## config.mk

```make
export PLATFORM = sky130hd
export DESIGN_NAME = hex_entry_ctrl_flat
export DESIGN_NICKNAME = d
export VERILOG_FILES = /design/src/rtl/hex_entry_ctrl_if.sv /design/src/rtl/hex_entry_ctrl.sv /design/src/flat_wrapper.sv
export SDC_FILE = /design/constraint.sdc
export NUM_CORES = 1
export LEC_CHECK = 0
export CORE_MARGIN = 3
export CORE_UTILIZATION = 55
export DETAILED_ROUTE_END_ITERATION = 8
export PLACE_DENSITY = 0.73
export SLEW_MARGIN = 30
export SYNTH_ARGS = -nofsm -noshare
export SYNTH_HDL_FRONTEND = slang
export SYNTH_SLANG_ARGS = --single-unit
```

## constraint.sdc

```tcl
create_clock -name CLOCK_50 -period 9.4 [get_ports CLOCK_50]
set_clock_uncertainty 0.15 [all_clocks]
set_input_delay 2.82 -clock CLOCK_50 [delete_from_list [all_inputs] [get_ports CLOCK_50]]
set_output_delay 2.82 -clock CLOCK_50 [all_outputs]
set_load 0.01 [all_outputs]
```

## src/rtl/hex_entry_ctrl_if.sv

```systemverilog
// rtl/hex_entry_ctrl_if.sv - board-side signal bundle for the decimal entry controller
//
// Signals:
//   KEY        push-buttons, active-low (0 = pressed), asynchronous to the clock
//   HEX0..HEX3 seven-segment digits, active-low, bit6..bit0 = a..g, HEX0 rightmost
// Modports:
//   master     the board / stimulus side: drives KEY, observes HEX
//   slave      the controller side: samples KEY, drives HEX
interface hex_entry_ctrl_if;
    logic [3:0] KEY;
    logic [6:0] HEX0;
    logic [6:0] HEX1;
    logic [6:0] HEX2;
    logic [6:0] HEX3;

    modport master (
        output KEY,
        input  HEX0, HEX1, HEX2, HEX3
    );

    modport slave (
        input  KEY,
        output HEX0, HEX1, HEX2, HEX3
    );
endinterface

```

## src/rtl/hex_entry_ctrl.sv

```systemverilog
// rtl/hex_entry_ctrl.sv - four-digit BCD entry controller driven by debounced push-buttons
//
// Parameters:
//   DEBOUNCE_CYCLES  stable cycles before a key level is accepted (>= 2)
//   BLINK_CYCLES     cursor blink half-period in cycles (>= 2)
// Ports:
//   CLOCK_50  system clock, all state on the rising edge
//   rst       asynchronous active-high reset
//   bus       slave side of hex_entry_ctrl_if (KEY in, HEX0..HEX3 out)
// Keys: KEY3 clear, KEY2 cursor left, KEY1 decrement, KEY0 increment.
module hex_entry_ctrl #(
    parameter int DEBOUNCE_CYCLES = 1000000,
    parameter int BLINK_CYCLES    = 12500000
) (
    input  logic            CLOCK_50,
    input  logic            rst,
    hex_entry_ctrl_if.slave bus
);
    localparam int DW = $clog2(DEBOUNCE_CYCLES);
    localparam int BW = $clog2(BLINK_CYCLES);
    localparam logic [DW-1:0] DEB_LAST   = DW'(DEBOUNCE_CYCLES - 1);
    localparam logic [BW-1:0] BLINK_LAST = BW'(BLINK_CYCLES - 1);
    localparam logic [6:0]    SEG_BLANK  = 7'b1111111;
    localparam logic [6:0]    SEG_ZERO   = 7'b0000001;

    logic [3:0]       sync1;
    logic [3:0]       k_s;
    logic [3:0]       d;
    logic [3:0]       d_q;
    logic [DW-1:0]    deb_cnt [4];
    logic [3:0]       press;
    logic [3:0][3:0]  digits;
    logic [1:0]       cursor;
    logic [BW-1:0]    blink_cnt;
    logic             phase;
    logic [6:0]       hex_next [4];

    function automatic logic [6:0] seg7(input logic [3:0] v);
        case (v)
            4'd0:    seg7 = 7'b0000001;
            4'd1:    seg7 = 7'b1001111;
            4'd2:    seg7 = 7'b0010010;
            4'd3:    seg7 = 7'b0000110;
            4'd4:    seg7 = 7'b1001100;
            4'd5:    seg7 = 7'b0100100;
            4'd6:    seg7 = 7'b0100000;
            4'd7:    seg7 = 7'b0001111;
            4'd8:    seg7 = 7'b0000000;
            4'd9:    seg7 = 7'b0000100;
            default: seg7 = SEG_BLANK;
        endcase
    endfunction

    // Synchronizer stores the inverted (active-high) key level so that reset
    // value 0 means "released" and a key held through reset re-fires.
    always_ff @(posedge CLOCK_50 or posedge rst) begin
        if (rst) begin
            sync1 <= '0;
            k_s   <= '0;
        end else begin
            sync1 <= ~bus.KEY;
            k_s   <= sync1;
        end
    end

    // Counter tracks consecutive disagreeing cycles; any agreeing cycle restarts it.
    always_ff @(posedge CLOCK_50 or posedge rst) begin
        if (rst) begin
            d   <= '0;
            d_q <= '0;
            for (int i = 0; i < 4; i++) begin
                deb_cnt[i] <= '0;
            end
        end else begin
            d_q <= d;
            for (int i = 0; i < 4; i++) begin
                if (k_s[i] != d[i]) begin
                    if (deb_cnt[i] == DEB_LAST) begin
                        d[i]       <= k_s[i];
                        deb_cnt[i] <= '0;
                    end else begin
                        deb_cnt[i] <= deb_cnt[i] + DW'(1);
                    end
                end else begin
                    deb_cnt[i] <= '0;
                end
            end
        end
    end

    assign press = d & ~d_q;

    // Highest-index press wins; lower simultaneous presses are dropped.
    always_ff @(posedge CLOCK_50 or posedge rst) begin
        if (rst) begin
            digits <= '0;
            cursor <= '0;
        end else if (press[3]) begin
            digits <= '0;
            cursor <= '0;
        end else if (press[2]) begin
            cursor <= cursor + 2'd1;
        end else if (press[1]) begin
            digits[cursor] <= (digits[cursor] == 4'd0) ? 4'd9 : digits[cursor] - 4'd1;
        end else if (press[0]) begin
            digits[cursor] <= (digits[cursor] == 4'd9) ? 4'd0 : digits[cursor] + 4'd1;
        end
    end

    // Any executed command restarts the blink so the edited digit is visible at once.
    always_ff @(posedge CLOCK_50 or posedge rst) begin
        if (rst) begin
            blink_cnt <= '0;
            phase     <= 1'b1;
        end else if (|press) begin
            blink_cnt <= '0;
            phase     <= 1'b1;
        end else if (blink_cnt == BLINK_LAST) begin
            blink_cnt <= '0;
            phase     <= ~phase;
        end else begin
            blink_cnt <= blink_cnt + BW'(1);
        end
    end

    always_comb begin
        for (int i = 0; i < 4; i++) begin
            hex_next[i] = (cursor == 2'(i) && !phase) ? SEG_BLANK : seg7(digits[i]);
        end
    end

    // Reset value matches the reset state (digit 0 shown) so the display is
    // correct the instant rst asserts.
    always_ff @(posedge CLOCK_50 or posedge rst) begin
        if (rst) begin
            bus.HEX0 <= SEG_ZERO;
            bus.HEX1 <= SEG_ZERO;
            bus.HEX2 <= SEG_ZERO;
            bus.HEX3 <= SEG_ZERO;
        end else begin
            bus.HEX0 <= hex_next[0];
            bus.HEX1 <= hex_next[1];
            bus.HEX2 <= hex_next[2];
            bus.HEX3 <= hex_next[3];
        end
    end
endmodule

```

## src/flat_wrapper.sv

```systemverilog
// flat-port wrapper written by rule: the top's interface ports become plain ports
module hex_entry_ctrl_flat 
#(
    parameter int DEBOUNCE_CYCLES = 1000000,
    parameter int BLINK_CYCLES    = 12500000
)
  (CLOCK_50, rst, bus_KEY, bus_HEX0, bus_HEX1, bus_HEX2, bus_HEX3);
  hex_entry_ctrl_if bus_i ();
  input  logic CLOCK_50;
  input  logic rst;
  input wire logic [$bits(bus_i.KEY)-1:0] bus_KEY;
  output wire logic [$bits(bus_i.HEX0)-1:0] bus_HEX0;
  output wire logic [$bits(bus_i.HEX1)-1:0] bus_HEX1;
  output wire logic [$bits(bus_i.HEX2)-1:0] bus_HEX2;
  output wire logic [$bits(bus_i.HEX3)-1:0] bus_HEX3;
  assign bus_i.KEY = bus_KEY;
  assign bus_HEX0 = bus_i.HEX0;
  assign bus_HEX1 = bus_i.HEX1;
  assign bus_HEX2 = bus_i.HEX2;
  assign bus_HEX3 = bus_i.HEX3;
  hex_entry_ctrl #(.DEBOUNCE_CYCLES(DEBOUNCE_CYCLES), .BLINK_CYCLES(BLINK_CYCLES)) u_core (.CLOCK_50(CLOCK_50), .rst(rst), .bus(bus_i));
endmodule
```

==> results of run 1 <==
[synthesized netlist by cell type, drive strengths merged, types with 2 or more instances]
library cell	number
nand2b	14
nor4	12
and2	9
a21oi	19
nor3	15
nand3	42
o21ai	36
clkbuf	15
inv	31
nor4b	3
mux2i	2
nand2	73
nand3b	2
a211oi	8
or3	3
and3	17
or2b	2
o211ai	5
mux4	4
nor2b	7
xor2	57
or4	2
or2	6
ha	33
xnor2	46
o22ai	4
buf	12
nor4bb	3
nor2	142
dfstp	5
dfrtp	162
and4	5
nand4	16
mux2	5
[sequential cells by signal, summed over array words and instances, names as in the netlist]
register,count
u_core.blink_cnt,24
u_core.bus.HEX0,7
u_core.bus.HEX1,7
u_core.bus.HEX2,7
u_core.bus.HEX3,7
u_core.cursor,2
u_core.d,4
u_core.d_q,4
u_core.deb_cnt,80
u_core.digits,16
u_core.k_s,4
u_core.phase,1
u_core.sync1,4
[logic make-up (layout without fill, tap and decap cells)]
| family | count (synthesis) | count (layout) | share of synthesized area (%) |
|---|---|---|---|
| AOI/OAI and AO/OA | 75 | 75 | 5.39 |
| xor gates and xnor gates | 103 | 103 | 11.0 |
| adders and majority gates | 33 | 33 | 5.05 |
| buffers and inverters | 58 | 97 | 2.88 |
| DFF | 167 | 167 | 51.2 |
| muxes | 11 | 11 | 2.08 |
| and+or+nand+nor | 377 | 377 | 22.4 |
[worst min-delay path by stage]
stage	end	slack (ns)	cells past startpoint
2_1_floorplan	u_core.k_s[0]	0.18	0
3_3_place_gp	u_core.k_s[1]	0.19	0
3_5_place_dp	u_core.k_s[3]	0.19	0
4_1_cts	u_core.k_s[3]	0.20	0
5_1_grt	u_core.k_s[2]	0.22	0
6_report	u_core.k_s[3]	0.20	0
[cell type report]
cell class              instances  area [um2]
clock buffers                  21         480
clock inverters                11         146
fillers                      1103        4940
inverters                      31         121
multi-input cells             599        3760
flip-flops and latches        167        4190
well taps                     180         225
repair buffers                 34         342
[cell usage in the layout (no fill, tap or decap), types with 13 or more instances in the layout]
master	n
a21oi_1	17
and3_1	17
clkbuf_16	17
clkdlybuf4s50_1	33
dfrtp_1	162
ha_1	33
inv_1	30
nand2_1	72
nand2b_1	13
nand3_1	42
nand4_1	16
nor2_1	141
nor3_1	15
o21ai_0	35
xnor2_1	46
xor2_1	57
[power by group]
part,internal [mW],switching (mW)
clock,0.446,0.275
combinational,0.00748,0.0233
sequential,0.725,0.00527
total,1.18,0.304
[per-layer routing]
metal  wire [um]  up-vias  track usage [%]
li1            -     2806                -
met1        6740     2718             25.6
met5           0        -                0
met3         440       18             4.13
met2        7340       77             32.6
met4         235        0             7.18
==> out/results.ini, run 1 <==
[status]
outcome=complete, no violations

[setup_path]
critical-path-top-delay-family=buffers and inverters
cp_slowest_cell=clkdlybuf4s50_1
crit_type=flip-flop to output pin
path_buf_inv=1
path_cells=clkdlybuf4s50_1
r2r_start=u_core.cursor[0]
critical_path.max_fanout=1
crit_start=u_core.bus.HEX3[0]
cp-start-kind=flip-flop
endpoint=bus_HEX3[0]
cp-end-kind=output pin
r2r_end=u_core.digits[2]
rrSetupSlack_ns=6.50
cpPeakStageDelay_ns=0.52
cp.required_ns=6.43
rr_worst_depth=7
crit_cells=1
cp.arrival_ns=1.46

[die]
die_area_um2=16400
pin_count=34
die_x_um=128
core_area_um2=14200
chipHeight_um=128
rows=43
initial_core_util_pct=57.5

[clocking]
cts_tree=yes
cts_root_buf=clkbuf_16
clk_pin_slew_ns=0.06
numCtsBuffers=17
worstSkewPairLatency_ns=0.42
cts.repair.resized=0
clk_path_buf_depth=2
cts_hold_buf=0
h-tree-depth=4
cts_setup_buffers=0
cts_num_sinks=167

[timing]
slew_viol_final=0
setup_viol=0
finalWorstSetupSlack_ns=4.97
max_slew_margin_pct=39.0
rsz0062_at_grt=false
hold_slack_ns=0.198
worstMarginPinSlew_ns=0.907
hold_violations=0
max_freq_ghz=0.226
fin_crit_sh_pct=47.1
fin_crit_ns=4.43
setup-tns-final_ns=0

[detailed_routing]
detail_route.iter0.violations=343
wl_per_cell_um=14.1
drc_errors=0
routed_via_density=5.39
vias=5619
drt_wl_total_mm=14.8
dr.pass1.iters=4
ant_nets=0

[synth]
netlist.area_leader.share_pct=49.6
syn_nets=863
yosysWarnings=0
ys_ff_latch=167
ys_top_cells_by_area=dfrtp_1, nor2_1, xor2_1, ha_1, xnor2_1
syn_area_per_cell_um2=9.92
ys_types=54
async_flop_share_pct=100
synth_area_leader_cell=dfrtp_1
syn_area_um2=8170
synth_cells=824
yosysSeqAreaShare_pct=51.2
synthFlopType=dfrtp_1
synth_edf_count=0

[cells_and_area]
antennaDiodeCount=0
fin_util_pct=65.2
nets=889
final_area_um2=9260
drive_gt1_share_pct=7.65
area_growth_syn_to_layout_pct=13.3
final_cells=1043

[hold_path]
worstHoldStart=u_core.sync1[3]
hold_path.class=flip-flop to flip-flop

[grt]
grt_antenna_before_repair=0
grtUsageTotal_pct=19.6
grt_pass1_vias=5664
overflow=0
grt_pass1_wl_mm=26.1
grt_max_degree=95

[pwr]
ir_drop_uv=129
powerDensity_nw_per_um2=160
p_leak_nw=3.99
finalPower_mw=1.48

[placed_design]
finalWeightedCongestion=0.827
placed_cells=1011
hpwl_mm=9.94
pre_cts_ws_ns=4.57
numPortBuffers=33
postPlaceCellArea_um2=8630

[run]
cap_violations=0

(Power assumes the default switching activity.)
==> inputs of run 2 (changes only) <==
- clock period: 9.4 -> 4.2 ns (I/O delays scaled with it)
==> out/results.ini, run 2 (same netlist as run 1, synthesis figures left out) <==
[grt]
grtUsageTotal_pct=19.8  ; +0.15 points
grt_max_degree=40  ; -58%
grt_antenna_before_repair=0  ; unchanged
overflow=0  ; unchanged
grt_pass1_wl_mm=26.4  ; +1.0%
grt_pass1_vias=5813  ; +2.6%

[clocking]
cts_hold_buf=0  ; unchanged
cts_num_sinks=167  ; unchanged
worstSkewPairLatency_ns=0.42  ; about the same
h-tree-depth=4  ; unchanged
clk_path_buf_depth=2  ; unchanged
cts.repair.resized=0  ; unchanged
cts_setup_buffers=0  ; unchanged
numCtsBuffers=17  ; unchanged
clk_pin_slew_ns=0.06  ; about the same
cts_tree=yes
cts_root_buf=clkbuf_16

[setup_path]
critical_path.max_fanout=1  ; unchanged
critical-path-top-delay-family=flip-flops
cp-start-kind=flip-flop
crit_type=flip-flop to output pin
cp-end-kind=output pin
cp.arrival_ns=1.46  ; about the same
path_buf_inv=1  ; unchanged
cp_slowest_cell=dfstp_2
path_cells=clkdlybuf4s50_1
cp.required_ns=2.79  ; -3.64 ns
cpPeakStageDelay_ns=0.52  ; about the same

[timing]
setup-tns-final_ns=0  ; unchanged
max_freq_ghz=0.348
hold_violations=0  ; unchanged
fin_crit_sh_pct=68.4
slew_viol_final=0  ; unchanged
max_slew_margin_pct=38.5  ; -0.51 points
worstMarginPinSlew_ns=0.923  ; +0.0160 ns
setup_viol=0  ; unchanged
rsz0062_at_grt=false
finalWorstSetupSlack_ns=1.33  ; -3.64 ns
fin_crit_ns=2.87

[cells_and_area]
most-common-layout-cells=dfrtp_1, nor2_1, nand2_1
drive_gt1_share_pct=7.84  ; +0.20 points
filler_cell_count=1117  ; +1.3%
largest_reg_flops=80  ; unchanged
antennaDiodeCount=0  ; unchanged
layout_commonest_cell=dfrtp_1
fin_util_pct=65.4  ; +0.25 points
reg_top3=u_core.deb_cnt (80), u_core.blink_cnt (24), u_core.digits (16)
area_growth_syn_to_layout_pct=13.7
nets=893  ; +0.45%
regMostFlops=u_core.deb_cnt
multiInputGateArea_um2=3760  ; unchanged
seqCellArea_um2=4190  ; unchanged

[detailed_routing]
detail_route.iter0.violations=316  ; -7.9%
ant_nets=0  ; unchanged
routed_via_density=5.46  ; +1.3%
dr.pass1.iters=6  ; +2
wl_per_cell_um=14.2  ; +0.37%
drc_errors=0  ; unchanged
drt_wl_total_mm=14.9  ; +0.76%
vias=5716  ; +1.7%

[die]
rows=43  ; unchanged
die_area_um2=16400  ; unchanged
initial_core_util_pct=57.5  ; unchanged
chipHeight_um=128  ; unchanged
pin_count=34  ; unchanged
die_x_um=128  ; unchanged
core_area_um2=14200  ; unchanged

[run]
cap_violations=0  ; unchanged

[placed_design]
numPortBuffers=33  ; unchanged
finalWeightedCongestion=0.837  ; +1.2%
hpwl_mm=10.4  ; +4.7%
pre_cts_ws_ns=1.44  ; -3.14 ns

[pwr]
finalPower_mw=3.22  ; +120%
ir_drop_uv=288  ; +120%
powerDensity_nw_per_um2=347  ; +120%
p_leak_nw=4.00  ; about the same

[hold_path]
hold_path.class=flip-flop to flip-flop

[status]
outcome=complete, no violations

run 2: layout make-up:
type | instances | area share [%]
flip-flops and latches | 167 | 45.0
multi-input cells | 599 | 40.4
clock buffers | 20 | 4.81
repair buffers | 38 | 4.63
well taps | 180 | 2.42
clock inverters | 12 | 1.37
inverters | 31 | 1.29
run 2: power breakdown:
part           switching [mW]  internal [mW]
clock                   0.624          0.889
combinational          0.0531         0.0250
sequential             0.0119           1.62
total                   0.689           2.54
run 2: stage by stage:
step	cell area, um2	cells	hold slack (ns)
detailed placement	8690	1014	0.191
finish	9300	1047	0.211
CTS	9270	1046	0.212
global route	9300	1047	0.226
global placement	8690	1014	0.182
floorplan	8180	824	0.181
run 2: final timing paths:
path	startpoint	to	slack, ns	cells past startpoint
min in group asynchronous	rst	u_core.deb_cnt[20]	0.99	2
worst max-delay path	u_core.bus.HEX3[0]	bus_HEX3[0]	1.33	1
worst max register to register	u_core.cursor[0]	u_core.digits[2]	1.42	7
worst min-delay path	u_core.sync1[3]	u_core.k_s[3]	0.21	0
worst min register to register	u_core.sync1[3]	u_core.k_s[3]	0.21	0
max in group asynchronous	rst	u_core.phase	2.15	4
run 2: routing by layer:
metal	part of all wire (%)	vias to the layer above	GRT usage, %
met1	46	2802	25.5
met5	0	-	0
li1	-	2808	-
met2	49	89	33.1
met4	1.1	0	6.62
met3	3.3	17	4.67
==> inputs of run 3 (changes only) <==
- PLACE_DENSITY: 0.73 -> 0.76
- clock period: 4.2 -> 2.4 ns (I/O delays scaled with it)
==> out/results.ini, run 3 (same netlist as run 1, synthesis figures left out) <==
[setup_path]
crit_type=flip-flop to flip-flop
path_buf_inv=1  ; unchanged
crit_cells=7  ; +6
critical-path-top-delay-family=multiplexers
cpPeakStageDelay_ns=0.52  ; about the same
cp-end-kind=flip-flop
cp.required_ns=2.58  ; -0.21 ns
cp_slowest_cell=mux4_2
path_cells=mux4_2, inv_1, ha_2, or3b_4, a21oi_2, nor2_2, a211oi_1
cp.arrival_ns=2.52  ; +1.06 ns
critical_path.max_fanout=4  ; +3
rr_worst_depth=7  ; unchanged
cp-start-kind=flip-flop

[detailed_routing]
drt_wl_total_mm=15.2  ; +2.2%
detail_route.iter0.violations=460  ; +46%
drc_errors=0  ; unchanged
ant_nets=0  ; unchanged
wl_per_cell_um=14.2  ; -0.12%
routed_via_density=5.45  ; about the same
vias=5842  ; +2.2%
dr.pass1.iters=5  ; -1

[timing]
fin_crit_ns=2.35
fin_crit_sh_pct=97.7
finalWorstSetupSlack_ns=0.0547  ; -1.27 ns
setup_viol=0  ; unchanged
max_freq_ghz=0.426
hold_slack_ns=0.200  ; -0.0116 ns
slew_viol_final=0  ; unchanged
hold_violations=0  ; unchanged
worstMarginPinSlew_ns=0.627  ; -0.296 ns
max_slew_margin_pct=57.8  ; +19 points

[cells_and_area]
final_area_um2=9470  ; +1.9%
fin_util_pct=66.7  ; +1.3 points
regMostFlops=u_core.deb_cnt
antennaDiodeCount=0  ; unchanged
drive_gt1_share_pct=11.0  ; +3.2 points
reg_top3=u_core.deb_cnt (80), u_core.blink_cnt (24), u_core.digits (16)
nets=917  ; +2.7%
layout_commonest_cell=dfrtp_1
largest_reg_flops=80  ; unchanged
most-common-layout-cells=dfrtp_1, nor2_1, nand2_1
area_growth_syn_to_layout_pct=15.9

[grt]
grtUsageTotal_pct=19.9  ; +0.14 points
grt_pass1_wl_mm=26.8  ; +1.6%
grt_pass1_vias=5927  ; +2.0%
grt_max_degree=97  ; +140%
grt_antenna_before_repair=0  ; unchanged
overflow=0  ; unchanged

[run]
cap_violations=0  ; unchanged

[placed_design]
hpwl_mm=10.3  ; -0.90%
numPortBuffers=33  ; unchanged
pre_cts_ws_ns=0.000504  ; -1.44 ns
finalWeightedCongestion=0.892  ; +6.5%
postPlaceCellArea_um2=8850  ; +1.7%

[clocking]
h-tree-depth=4  ; unchanged
cts_num_sinks=167  ; unchanged
worstSkewPairLatency_ns=0.42  ; about the same
clk_pin_slew_ns=0.06  ; about the same
numCtsBuffers=17  ; unchanged
cts_root_buf=clkbuf_16
clk_path_buf_depth=2  ; unchanged
cts_tree=yes

[pwr]
powerDensity_nw_per_um2=609  ; +76%
ir_drop_uv=564  ; +96%
finalPower_mw=5.77  ; +79%
p_leak_nw=4.12  ; +3.1%

[die]
die_x_um=128  ; unchanged
core_area_um2=14200  ; unchanged
pin_count=34  ; unchanged
rows=43  ; unchanged
die_area_um2=16400  ; unchanged
initial_core_util_pct=57.5  ; unchanged
chipHeight_um=128  ; unchanged

[hold_path]
hold_path_depth=0  ; unchanged
hold_path.class=flip-flop to flip-flop

[status]
outcome=complete, no violations

[run 3: report_power, final]
part,total [mW],internal (mW),switching [mW]
Combinational,0.126,0.0352,0.0908
Sequential,2.86,2.84,0.0207
Clock,2.79,1.69,1.10
[run 3: what timing repair did]
action / in CTS / in global routing
hold endpoints to repair: 0 / 0
pin swaps: 0 / 2
hold buffers: 0 / 0
gates resized for setup: 1 / 4
endpoints found under the setup margin: 4 / 12
buffers inserted: 0 / 1
[run 3: path summary, 6_finish.rpt]
check	startpoint	end	slack, ns
max in group asynchronous	rst	u_core.bus.HEX0[0]	1.01
min in group asynchronous	rst	u_core.deb_cnt[73]	0.61
min	u_core.sync1[1]	u_core.k_s[1]	0.20
max reg2reg	u_core.cursor[0]	u_core.digits[12]	0.05
min reg2reg	u_core.sync1[1]	u_core.k_s[1]	0.20
max	u_core.cursor[0]	u_core.digits[12]	0.05
[run 3: routing by layer]
| metal | track usage, % | part of all wire, % |
|---|---|---|
| met1 | 25.0 | 44 |
| met2 | 34.1 | 51 |
| met3 | 3.88 | 3.0 |
| met4 | 7.74 | 2.0 |
| met5 | 0 | 0 |
[run 3: cell type report]
type | instances | area [um2]
clock inverter | 12 | 151
fill | 1079 | 4730
sequential | 167 | 4190
multi-input combinational | 599 | 3760
timing repair buffer | 62 | 573
inverter | 31 | 120
clock buffer | 20 | 457
tap | 180 | 225
[run 3: through the flow]
step | std cells | setup TNS, ns
final | 1071 | 0
after floorplan | 824 | -96.37
after global routing | 1071 | -0.00760
after CTS | 1070 | 0
after global placement | 1038 | 0
after detailed placement | 1038 | 0
